--- src/rtl/music_pkg.sv ---
// rtl/music_pkg.sv - shared types and constants for the melody player
// Note dividers are half-periods at a 100 MHz clock.
package music_pkg;

   typedef enum logic [1:0] {
      ST_IDLE = 2'd0,
      ST_PLAY = 2'd1,
      ST_GAP  = 2'd2
   } state_t;

   localparam int unsigned DIV_REST = 0;
   localparam int unsigned DUR_END  = 0;

   localparam int unsigned DIV_C4 = 191113;
   localparam int unsigned DIV_D4 = 170262;
   localparam int unsigned DIV_E4 = 151686;
   localparam int unsigned DIV_F4 = 143173;
   localparam int unsigned DIV_G4 = 127551;
   localparam int unsigned DIV_A4 = 113636;
   localparam int unsigned DIV_B4 = 101238;
   localparam int unsigned DIV_C5 = 95557;
   localparam int unsigned DIV_C6 = 47778;

   localparam int unsigned DEF_TICK_CYC = 1_000_000;
   localparam int unsigned DEF_GAP_CYC  = 50_000;

endpackage

--- src/rtl/tone_divider.sv ---
// rtl/tone_divider.sv - half-period counter driving the square-wave flip-flop
// A zero divider holds the tone low; load clears both counter and tone.
module tone_divider #(
   parameter int unsigned DIV_W = 20
) (
   input  logic             clk_i,
   input  logic             rst_n_i,
   input  logic             en_i,
   input  logic             load_i,
   input  logic [DIV_W-1:0] div_i,
   output logic             tone_o
);

   logic [DIV_W-1:0] phase_q;
   logic             tone_q;

   always_ff @(posedge clk_i) begin
      if (!rst_n_i) begin
         phase_q <= '0;
         tone_q  <= 1'b0;
      end else if (load_i) begin
         phase_q <= '0;
         tone_q  <= 1'b0;
      end else if (en_i && (div_i != '0)) begin
         if (phase_q == div_i - DIV_W'(1)) begin
            phase_q <= '0;
            tone_q  <= ~tone_q;
         end else begin
            phase_q <= phase_q + DIV_W'(1);
         end
      end
   end

   assign tone_o = tone_q;

endmodule

--- src/rtl/tone_sequencer.sv ---
// rtl/tone_sequencer.sv - note-table melody player with rests, gaps and looping
// Holds the note RAM, duration/gap counters and the sequencing FSM.
module tone_sequencer
   import music_pkg::*;
#(
   parameter int unsigned NUM_NOTES = 16,
   parameter int unsigned DIV_W     = 20,
   parameter int unsigned DUR_W     = 8,
   parameter int unsigned TICK_CYC  = DEF_TICK_CYC,
   parameter int unsigned GAP_CYC   = DEF_GAP_CYC,
   parameter int unsigned AMP_W     = 23,
   localparam int unsigned IDX_W    = $clog2(NUM_NOTES)
) (
   input  logic             clk,
   input  logic             rst_n,
   input  logic             start,
   input  logic             stop,
   input  logic             loop_en,
   input  logic             wr_en,
   input  logic [IDX_W-1:0] wr_addr,
   input  logic [DIV_W-1:0] wr_div,
   input  logic [DUR_W-1:0] wr_dur,
   output logic [AMP_W-1:0] sound,
   output logic             busy,
   output logic [IDX_W-1:0] note_idx,
   output logic             done
);

   localparam int unsigned TICK_W = $clog2(TICK_CYC + 1);
   localparam int unsigned GAP_W  = $clog2(GAP_CYC + 1);

   logic [DIV_W-1:0] div_mem [NUM_NOTES];
   logic [DUR_W-1:0] dur_mem [NUM_NOTES];

   state_t            state_q, state_d;
   logic [IDX_W-1:0]  note_idx_q, idx_d, load_idx;
   logic [DIV_W-1:0]  cur_div_q, cur_div_d;
   logic [DUR_W-1:0]  cur_dur_q, cur_dur_d;
   logic [DUR_W-1:0]  dur_q, dur_d;
   logic [TICK_W-1:0] tick_q, tick_d;
   logic [GAP_W-1:0]  gap_q, gap_d;
   logic              busy_q, done_q, done_d;
   logic              do_load, end_song, tone;

   // Table is not reset; a read in the same cycle as a write returns old data.
   always_ff @(posedge clk) begin
      if (wr_en) begin
         div_mem[wr_addr] <= wr_div;
         dur_mem[wr_addr] <= wr_dur;
      end
   end

   always_comb begin
      state_d   = state_q;
      idx_d     = note_idx_q;
      cur_div_d = cur_div_q;
      cur_dur_d = cur_dur_q;
      tick_d    = tick_q;
      dur_d     = dur_q;
      gap_d     = gap_q;
      done_d    = 1'b0;
      do_load   = 1'b0;
      end_song  = 1'b0;
      load_idx  = note_idx_q;
      case (state_q)
         ST_IDLE: begin
            if (start) begin
               do_load  = 1'b1;
               load_idx = '0;
            end
         end
         ST_PLAY: begin
            if (tick_q == TICK_W'(TICK_CYC - 1)) begin
               tick_d = '0;
               if (dur_q + DUR_W'(1) == cur_dur_q) begin
                  state_d = ST_GAP;
                  gap_d   = '0;
               end else begin
                  dur_d = dur_q + DUR_W'(1);
               end
            end else begin
               tick_d = tick_q + TICK_W'(1);
            end
         end
         ST_GAP: begin
            if (gap_q == GAP_W'(GAP_CYC - 1)) begin
               if (note_idx_q == IDX_W'(NUM_NOTES - 1)) begin
                  end_song = 1'b1;
               end else begin
                  do_load  = 1'b1;
                  load_idx = note_idx_q + IDX_W'(1);
               end
            end else begin
               gap_d = gap_q + GAP_W'(1);
            end
         end
         default: state_d = ST_IDLE;
      endcase

      if (do_load && (dur_mem[load_idx] == '0)) begin
         do_load  = 1'b0;
         end_song = 1'b1;
      end
      // Looping onto an empty entry 0 would spin forever, so it ends the song.
      if (end_song) begin
         if (loop_en && (dur_mem[IDX_W'(0)] != '0)) begin
            do_load  = 1'b1;
            load_idx = '0;
         end else begin
            state_d = ST_IDLE;
            done_d  = 1'b1;
         end
      end
      if (do_load) begin
         state_d   = ST_PLAY;
         idx_d     = load_idx;
         cur_div_d = div_mem[load_idx];
         cur_dur_d = dur_mem[load_idx];
         tick_d    = '0;
         dur_d     = '0;
      end
      if (stop) begin
         state_d = ST_IDLE;
         idx_d   = note_idx_q;
         done_d  = 1'b0;
      end
   end

   always_ff @(posedge clk) begin
      if (!rst_n) begin
         state_q    <= ST_IDLE;
         note_idx_q <= '0;
         cur_div_q  <= '0;
         cur_dur_q  <= '0;
         tick_q     <= '0;
         dur_q      <= '0;
         gap_q      <= '0;
         busy_q     <= 1'b0;
         done_q     <= 1'b0;
      end else begin
         state_q    <= state_d;
         note_idx_q <= idx_d;
         cur_div_q  <= cur_div_d;
         cur_dur_q  <= cur_dur_d;
         tick_q     <= tick_d;
         dur_q      <= dur_d;
         gap_q      <= gap_d;
         busy_q     <= (state_d != ST_IDLE);
         done_q     <= done_d;
      end
   end

   // The tone runs only while PLAY persists; any entry to or exit from PLAY clears it.
   tone_divider #(
      .DIV_W(DIV_W)
   ) u_tone_divider (
      .clk_i  (clk),
      .rst_n_i(rst_n),
      .en_i   (state_q == ST_PLAY),
      .load_i (!((state_q == ST_PLAY) && (state_d == ST_PLAY))),
      .div_i  (cur_div_q),
      .tone_o (tone)
   );

   assign sound    = {AMP_W{tone}};
   assign busy     = busy_q;
   assign note_idx = note_idx_q;
   assign done     = done_q;

endmodule
--- config.mk ---
export PLATFORM = sky130hd
export DESIGN_NAME = tone_sequencer
export DESIGN_NICKNAME = d
export VERILOG_FILES = /design/src/rtl/music_pkg.sv /design/src/rtl/tone_divider.sv /design/src/rtl/tone_sequencer.sv
export SDC_FILE = /design/constraint.sdc
export NUM_CORES = 1
export LEC_CHECK = 0
export CORE_MARGIN = 2
export CORE_UTILIZATION = 50
export DETAILED_ROUTE_END_ITERATION = 7
export PLACE_DENSITY = 0.76
export RECOVER_POWER = 25
export SLEW_MARGIN = 40
export SYNTH_ARGS = -nofsm -noshare
export SYNTH_HDL_FRONTEND = slang
export SYNTH_SLANG_ARGS = --single-unit
export TNS_END_PERCENT = 100
--- constraint.sdc ---
create_clock -name clk -period 5.2 [get_ports clk]
set_clock_uncertainty 0.2 [all_clocks]
set_input_delay 0.78 -clock clk [delete_from_list [all_inputs] [get_ports clk]]
set_output_delay 0.78 -clock clk [all_outputs]
set_load 0.005 [all_outputs]
Word-level counts from Yosys, hierarchy flattened
Memories as Yosys holds them, arrays and structs flattened. A register that Yosys moved wholly into a read port is not among the register bits.
Index checks and enable logic that the tools add are counted.

cells by class
  eq/ne operators = 11
  bitwise logic cells = 5
  reductions and logical operators = 20
  add/sub/neg operators = 6
  multiplexer cells = 33

operators with widths
  kind                     count
  $mux W16                 3
  $add A20 B1 Y20 const B  2
  $mux W20                 2
  $pmux W16 S2             1
  $eq A20 B20 Y1           1
  $eq A20 B20 Y1 const B   1
  $mux W4                  5
  $reduce_bool A20 Y1      1
  $sub A20 B1 Y20 const B  1
  $add A16 B1 Y16 const B  1
  $eq A16 B16 Y1 const B   1
  $mux W1                  13
  $mux W2                  6
  $add A8 B1 Y8 const B    1
  $eq A8 B8 Y1             1
  $logic_not A8 Y1         1
  $pmux W4 S2              1
  $reduce_bool A8 Y1       1
  $ne A2 B2 Y1 const B     3
  $reduce_and A2 Y1        3
  $not A1 Y1               5
  $add A4 B1 Y4 const B    1
  $eq A2 B1 Y1 const B     2
  $eq A4 B4 Y1 const B     1
  other kinds (11)         17

word-level totals
  bits of input ports = 38
  flip-flop bits (word level) = 73
  logic and storage cells = 86
  memories kept = 2
  output and inout bits = 29
  bits in writable memories = 448

memories
  memory   words  width  read ports  clocked after Yosys merged registers in  wr ports  RTL line              source
  div_mem  16     20     1           1                                        1         tone_sequencer.sv:32  logic [DIV_W-1:0] div_mem [NUM_NOTES];
  dur_mem  16     8      3           1                                        1         tone_sequencer.sv:33  logic [DUR_W-1:0] dur_mem [NUM_NOTES];

Depth between registers and ports, before layout
An unclocked memory read counts as a cell.

  depth after elaboration = 15
  gate-level depth with buffers = 18

Hierarchy
Synthesis repeated with hierarchy kept, for this count alone.

unflattened totals
  cell total of the unflattened synthesis = 2066
  area total of the unflattened synthesis = 24641.1 um2

modules (own cells, without submodules)
  module          instances  seq. area each (um2)  cells each  area an instance (um2)
  tone_sequencer  1          15054.4               1855        22977.0
  tone_divider    1          420.4                 211         1664.1

Worst setup path before layout
OpenSTA, ideal clock, no wires.

  path type = in2reg
  start = input start
  end = register cur_div_q[19] (read register of div_mem)
  path buffers = 1
  stages = 13
  library setup time = 122 ps
  required time = 4878 ps
  data arrival time = 3723 ps
  path slack = 1155 ps
  path through = nor3b_2 nor2_1 a21boi_4 nor2_2 mux2_2 o311ai_1 o21a_2 nor2_4 a211oi_4 buf_4 a2111oi_0 a211o_1 a221o_1

between the ends
  cells in the longest elaborated chain, start to end = 8
  elaborated cells on any way between the ends = 13
  classes of those cells = mux (10); reduce/logical (2); memory (1)

ends and longest elaborated chain
  item                 RTL line               source
  start: declaration   tone_sequencer.sv:16   input logic start,
  $mux W4              tone_sequencer.sv:67   if (start) begin
  $pmux W4 S2          tone_sequencer.sv:65   case (state_q)
  $mem_v2 Z16 W8       --
  $logic_not A8 Y1     tone_sequencer.sv:100  if (do_load && (dur_mem[load_idx] == '0)) begin
  $logic_and A1 B1 Y1  tone_sequencer.sv:100
  $mux W1              tone_sequencer.sv:100
  $mux W1              tone_sequencer.sv:106  if (loop_en && (dur_mem[IDX_W'(0)] != '0)) begin
  $mux W1              tone_sequencer.sv:105  if (end_song) begin
  end: declaration     tone_sequencer.sv:37   logic [DIV_W-1:0] cur_div_q, cur_div_d;

Parallel ways exist; a longest one is shown, timed or not.
A chain may end at the register's enable or synchronous reset.

Final worst setup path
  start = register gap_q[0]
  end = register cur_dur_q[0] (read register of dur_mem)

between the ends
  cells in the longest elaborated chain, start to end = 9
  elaborated cells on any way between the ends = 16
  classes of those cells = eq/ne (1); mux (12); reduce/logical (2); memory (1)

ends and longest elaborated chain
  item                      RTL line               source
  start: declaration        tone_sequencer.sv:41   logic [GAP_W-1:0] gap_q, gap_d;
  start signal: assignment  tone_sequencer.sv:147  gap_q <= gap_d;
  $eq A16 B16 Y1 (*)        tone_sequencer.sv:86   if (gap_q == GAP_W'(GAP_CYC - 1)) begin
  $mux W4                   tone_sequencer.sv:86
  $pmux W4 S2               tone_sequencer.sv:65
  $mem_v2 Z16 W8            --
  $logic_not A8 Y1          tone_sequencer.sv:100
  $logic_and A1 B1 Y1       tone_sequencer.sv:100
  $mux W1                   tone_sequencer.sv:100
  $mux W1                   tone_sequencer.sv:106
  $mux W1                   tone_sequencer.sv:105
  end: declaration          tone_sequencer.sv:38   logic [DUR_W-1:0] cur_dur_q, cur_dur_d;

Mark *: on every way between the ends. The rest lies on a longest branch, timed or not.

==> impl_metrics.json <==
{
  "synth.distinct_cells": 95,
  "place_hpwl_mm": 49.3,
  "finalMaxSlewViolations": 0,
  "synth_enable_flop_cells": 448,
  "portBuffers": 66,
  "start_kind": "register",
  "relSlewSlack_pct": 23.0,
  "max_freq_mhz": 201,
  "worst_ir_drop_vdd_uv": 337,
  "synth-xor-area-share_pct": 3.24,
  "cts_tree": "done",
  "numClockSinks": 549,
  "power_leakage_nw": 9.48,
  "core_mm2": 0.0478,
  "syn_nets": 2089,
  "vias_per_cell": 6.46,
  "numCtsBuffers": 56,
  "nFillCells": 3708,
  "grt.total_usage_pct": 28.9,
  "nets": 2190,
  "yosys.area_share.simple_pct": 14.7,
  "cts_hold_buf": 0,
  "synth_compound_area_share_pct": 11.9,
  "cp.arrival_ns": 5.33,
  "synth.area.top_cells": "edfxtp_1 (55%), dfxtp_1 (8.3%), nand2_1 (4.0%), nor2_1 (2.6%), nand3_1 (1.8%)",
  "clock_latency_ns": 0.64,
  "setup_viol": 0,
  "rsz0062_at_grt": "no",
  "drcViolationCount": 0,
  "place_area_mm2": 0.0264,
  "drive_above_1_share_pct": 12.8,
  "area_growth_pct": 16.5,
  "synth_top_family_by_area": "simple AND/OR/NAND/NOR gates",
  "final_common_cell": "edfxtp_1",
  "tns_ns": 0,
  "yosys.area.top_type_share_pct": 55.3,
  "postSynth.asyncResetShare_pct": 0,
  "muxShareOfSynthArea_pct": 2.42,
  "synth_seq_cells": 549,
  "worst_pin_slew_ns": 1.15,
  "run_status": "completed",
  "max_cap_viol_count": 0,
  "synth_cells": 2044,
  "min_path_type": "reg2reg",
  "crit_slowest_cell": "nor4_2",
  "dieWidth_um": 224,
  "final-seq-area_mm2": 0.0155,
  "grt_pass1_vias": 17300,
  "wl_mm": 73.1,
  "total_power_w": 0.00936,
  "final_cell_mix": "edfxtp_1 (448), nand2_1 (261), nor2_1 (152)",
  "syn_area_per_cell_um2": 11.9,
  "grt_start_max_net_pins": 58,
  "ios": 67,
  "syn-cell-area_mm2": 0.0243,
  "drtPass1Iterations": 6,
  "ant_nets": 0,
  "yosysWarnings": 0,
  "place_congestion": 1.02,
  "path_buf_inv": 4,
  "dieArea_mm2": 0.0504,
  "die_y_um": 224,
  "cts_setup_buffers": 0,
  "fp-row-count": 80,
  "first_iter_violations": 2412,
  "synth_ff_type": "edfxtp_1",
  "htree_levels": 2,
  "slowest_delay_ns": 0.48,
  "cp-end-kind": "register",
  "initial_core_util_pct": 50.8,
  "seq_area_frac_synth_pct": 63.7,
  "worst_ep_required_time_ns": 5.56,
  "path_cells": "ha_1, and4bb_2, nand4_1, buf_4, nor2_2, o21a_1, o311ai_1, nor4_2, o21a_2, o21ai_2, buf_4, nand2_2, buf_4, a211oi_1, buf_4, nor4_1, a211o_1",
  "multi_input_area_mm2": 0.00810,
  "final_area_mm2": 0.0283,
  "routedWlPerCell_um": 26.0,
  "clockBufferDepth": 3,
  "hold_viol_final": 0,
  "clk_pin_slew_ns": 0.06,
  "period_share_pct": 95.5,
  "critPathKind": "reg2reg",
  "grt_pass1_wl_mm": 109,
  "path_max_fanout": 10,
  "vias": 18100,
  "crit_top_cell": "buf_4",
  "cts_resized": 0,
  "pwr_density_cell_mw_per_mm2": 331,
  "grt_overflow_total": 0,
  "fin_crit_ns": 4.97,
  "critPathTopFamily": "simple AND/OR/NAND/NOR gates",
  "yosys.area_share.adder_pct": 0.360,
  "synth.largest_area_cell": "edfxtp_1",
  "antenna_found_initial": 4,
  "cts_root_buf": "clkbuf_16"
}
cells in the mapped netlist, types with 5 or more instances:
cell,count
edfxtp_1,448
nand2_1,262
nor2_1,168
dfxtp_1,101
nand3_1,87
nor3_1,72
clkbuf_1,62
o21ai_0,60
inv_1,54
a31oi_1,50
xor2_1,49
xnor2_1,41
a211oi_1,36
a21oi_1,33
buf_2,33
mux2i_1,33
buf_4,30
nor4_1,28
a2111oi_0,22
and2_1,21
mux2_2,21
nand4_1,20
a221oi_1,19
a211o_1,18
or3_1,18
and3_1,16
o22ai_1,16
a21boi_0,14
a311oi_1,14
o211ai_1,13
o221ai_1,13
o31a_1,11
nor2b_1,10
o31ai_1,10
a32o_1,9
buf_1,9
ha_1,7
o2111ai_1,7
and4_1,6
nand2b_1,6
or2_2,5
or4_1,5
report_power, final:
| group | switching (W) | total, W | leakage [nW] | internal, W |
|---|---|---|---|---|
| clock | 0.00172 | 0.00411 | 0.919 | 0.00239 |
| combinational | 0.000230 | 0.000357 | 3.69 | 0.000128 |
| sequential | 0.0000610 | 0.00490 | 4.87 | 0.00484 |
| total | 0.00201 | 0.00936 | 9.48 | 0.00735 |
logic make-up (layout without fill, tap and decap cells):
| group | Yosys count | in the layout |
|---|---|---|
| other | 0 | 3 |
| flip-flops | 549 | 549 |
| buffers and inverters | 191 | 337 |
| AO/OA/AOI/OAI | 396 | 396 |
| AND/OR/NAND/NOR | 756 | 756 |
| XOR/XNOR | 90 | 90 |
| adder cells (fa/ha/maj) | 7 | 7 |
| multiplexers | 55 | 55 |
metrics by stage:
step | utilization [%] | hold WS, ns | instances | worst slack [ns]
2_1_floorplan | - | 0.245 | 2044 | 1.16
3_3_place_gp | 54.4 | 0.254 | 2686 | 0.0476
3_5_place_dp | 55.3 | 0.289 | 2702 | 0.114
4_1_cts | 59.2 | 0.297 | 2805 | 0.346
5_1_grt | 59.2 | 0.322 | 2806 | 0.0582
6_report | 59.2 | 0.291 | 2808 | 0.233
state kept, by name, summed over array words and instances (netlist names):
name                    cells
tick_q                     20
cur_dur_q                   8
u_tone_divider.tone_o       1
state_q                     2
gap_q                      16
u_tone_divider.phase_q     20
dur_q                       8
div_mem                   320
cur_div_q                  20
done                        1
dur_mem                   128
busy                        1
note_idx                    4
final cells by class:
| class | count | area share (%) |
|---|---|---|
| well taps | 615 | 2.72 |
| repair buffers | 180 | 6.68 |
| clock buffers | 72 | 5.28 |
| multi-input cells | 1304 | 28.6 |
| clock inverters | 31 | 1.35 |
| inverters | 54 | 0.716 |
| diodes | 3 | 0.0265 |
| flip-flops and latches | 549 | 54.6 |
tightest hold or removal path, cell delays in order (launching register included):
cell and delay [ns]:
dfxtp_1 0.32, nand2_1 0.06, a21oi_1 0.06
final timing paths:
path	start	endpoint	slack, ns	cells past startpoint
max	gap_q[0]	cur_dur_q[0]	0.23	17
max reg2reg	gap_q[0]	cur_dur_q[0]	0.23	17
min	tick_q[1]	tick_q[1]	0.29	2
min reg2reg	tick_q[1]	tick_q[1]	0.29	2
metal layers:
metal  part of all wire (%)  up-vias  global-route usage [%]
li1                       -     7900                       -
met1                     41     8942                    40.6
met2                     45     1104                    44.8
met3                     11      194                    6.39
met4                    3.1        4                    9.51
met5                  0.034        -                       0
No activity file was read; power rests on OpenSTA's default activity.
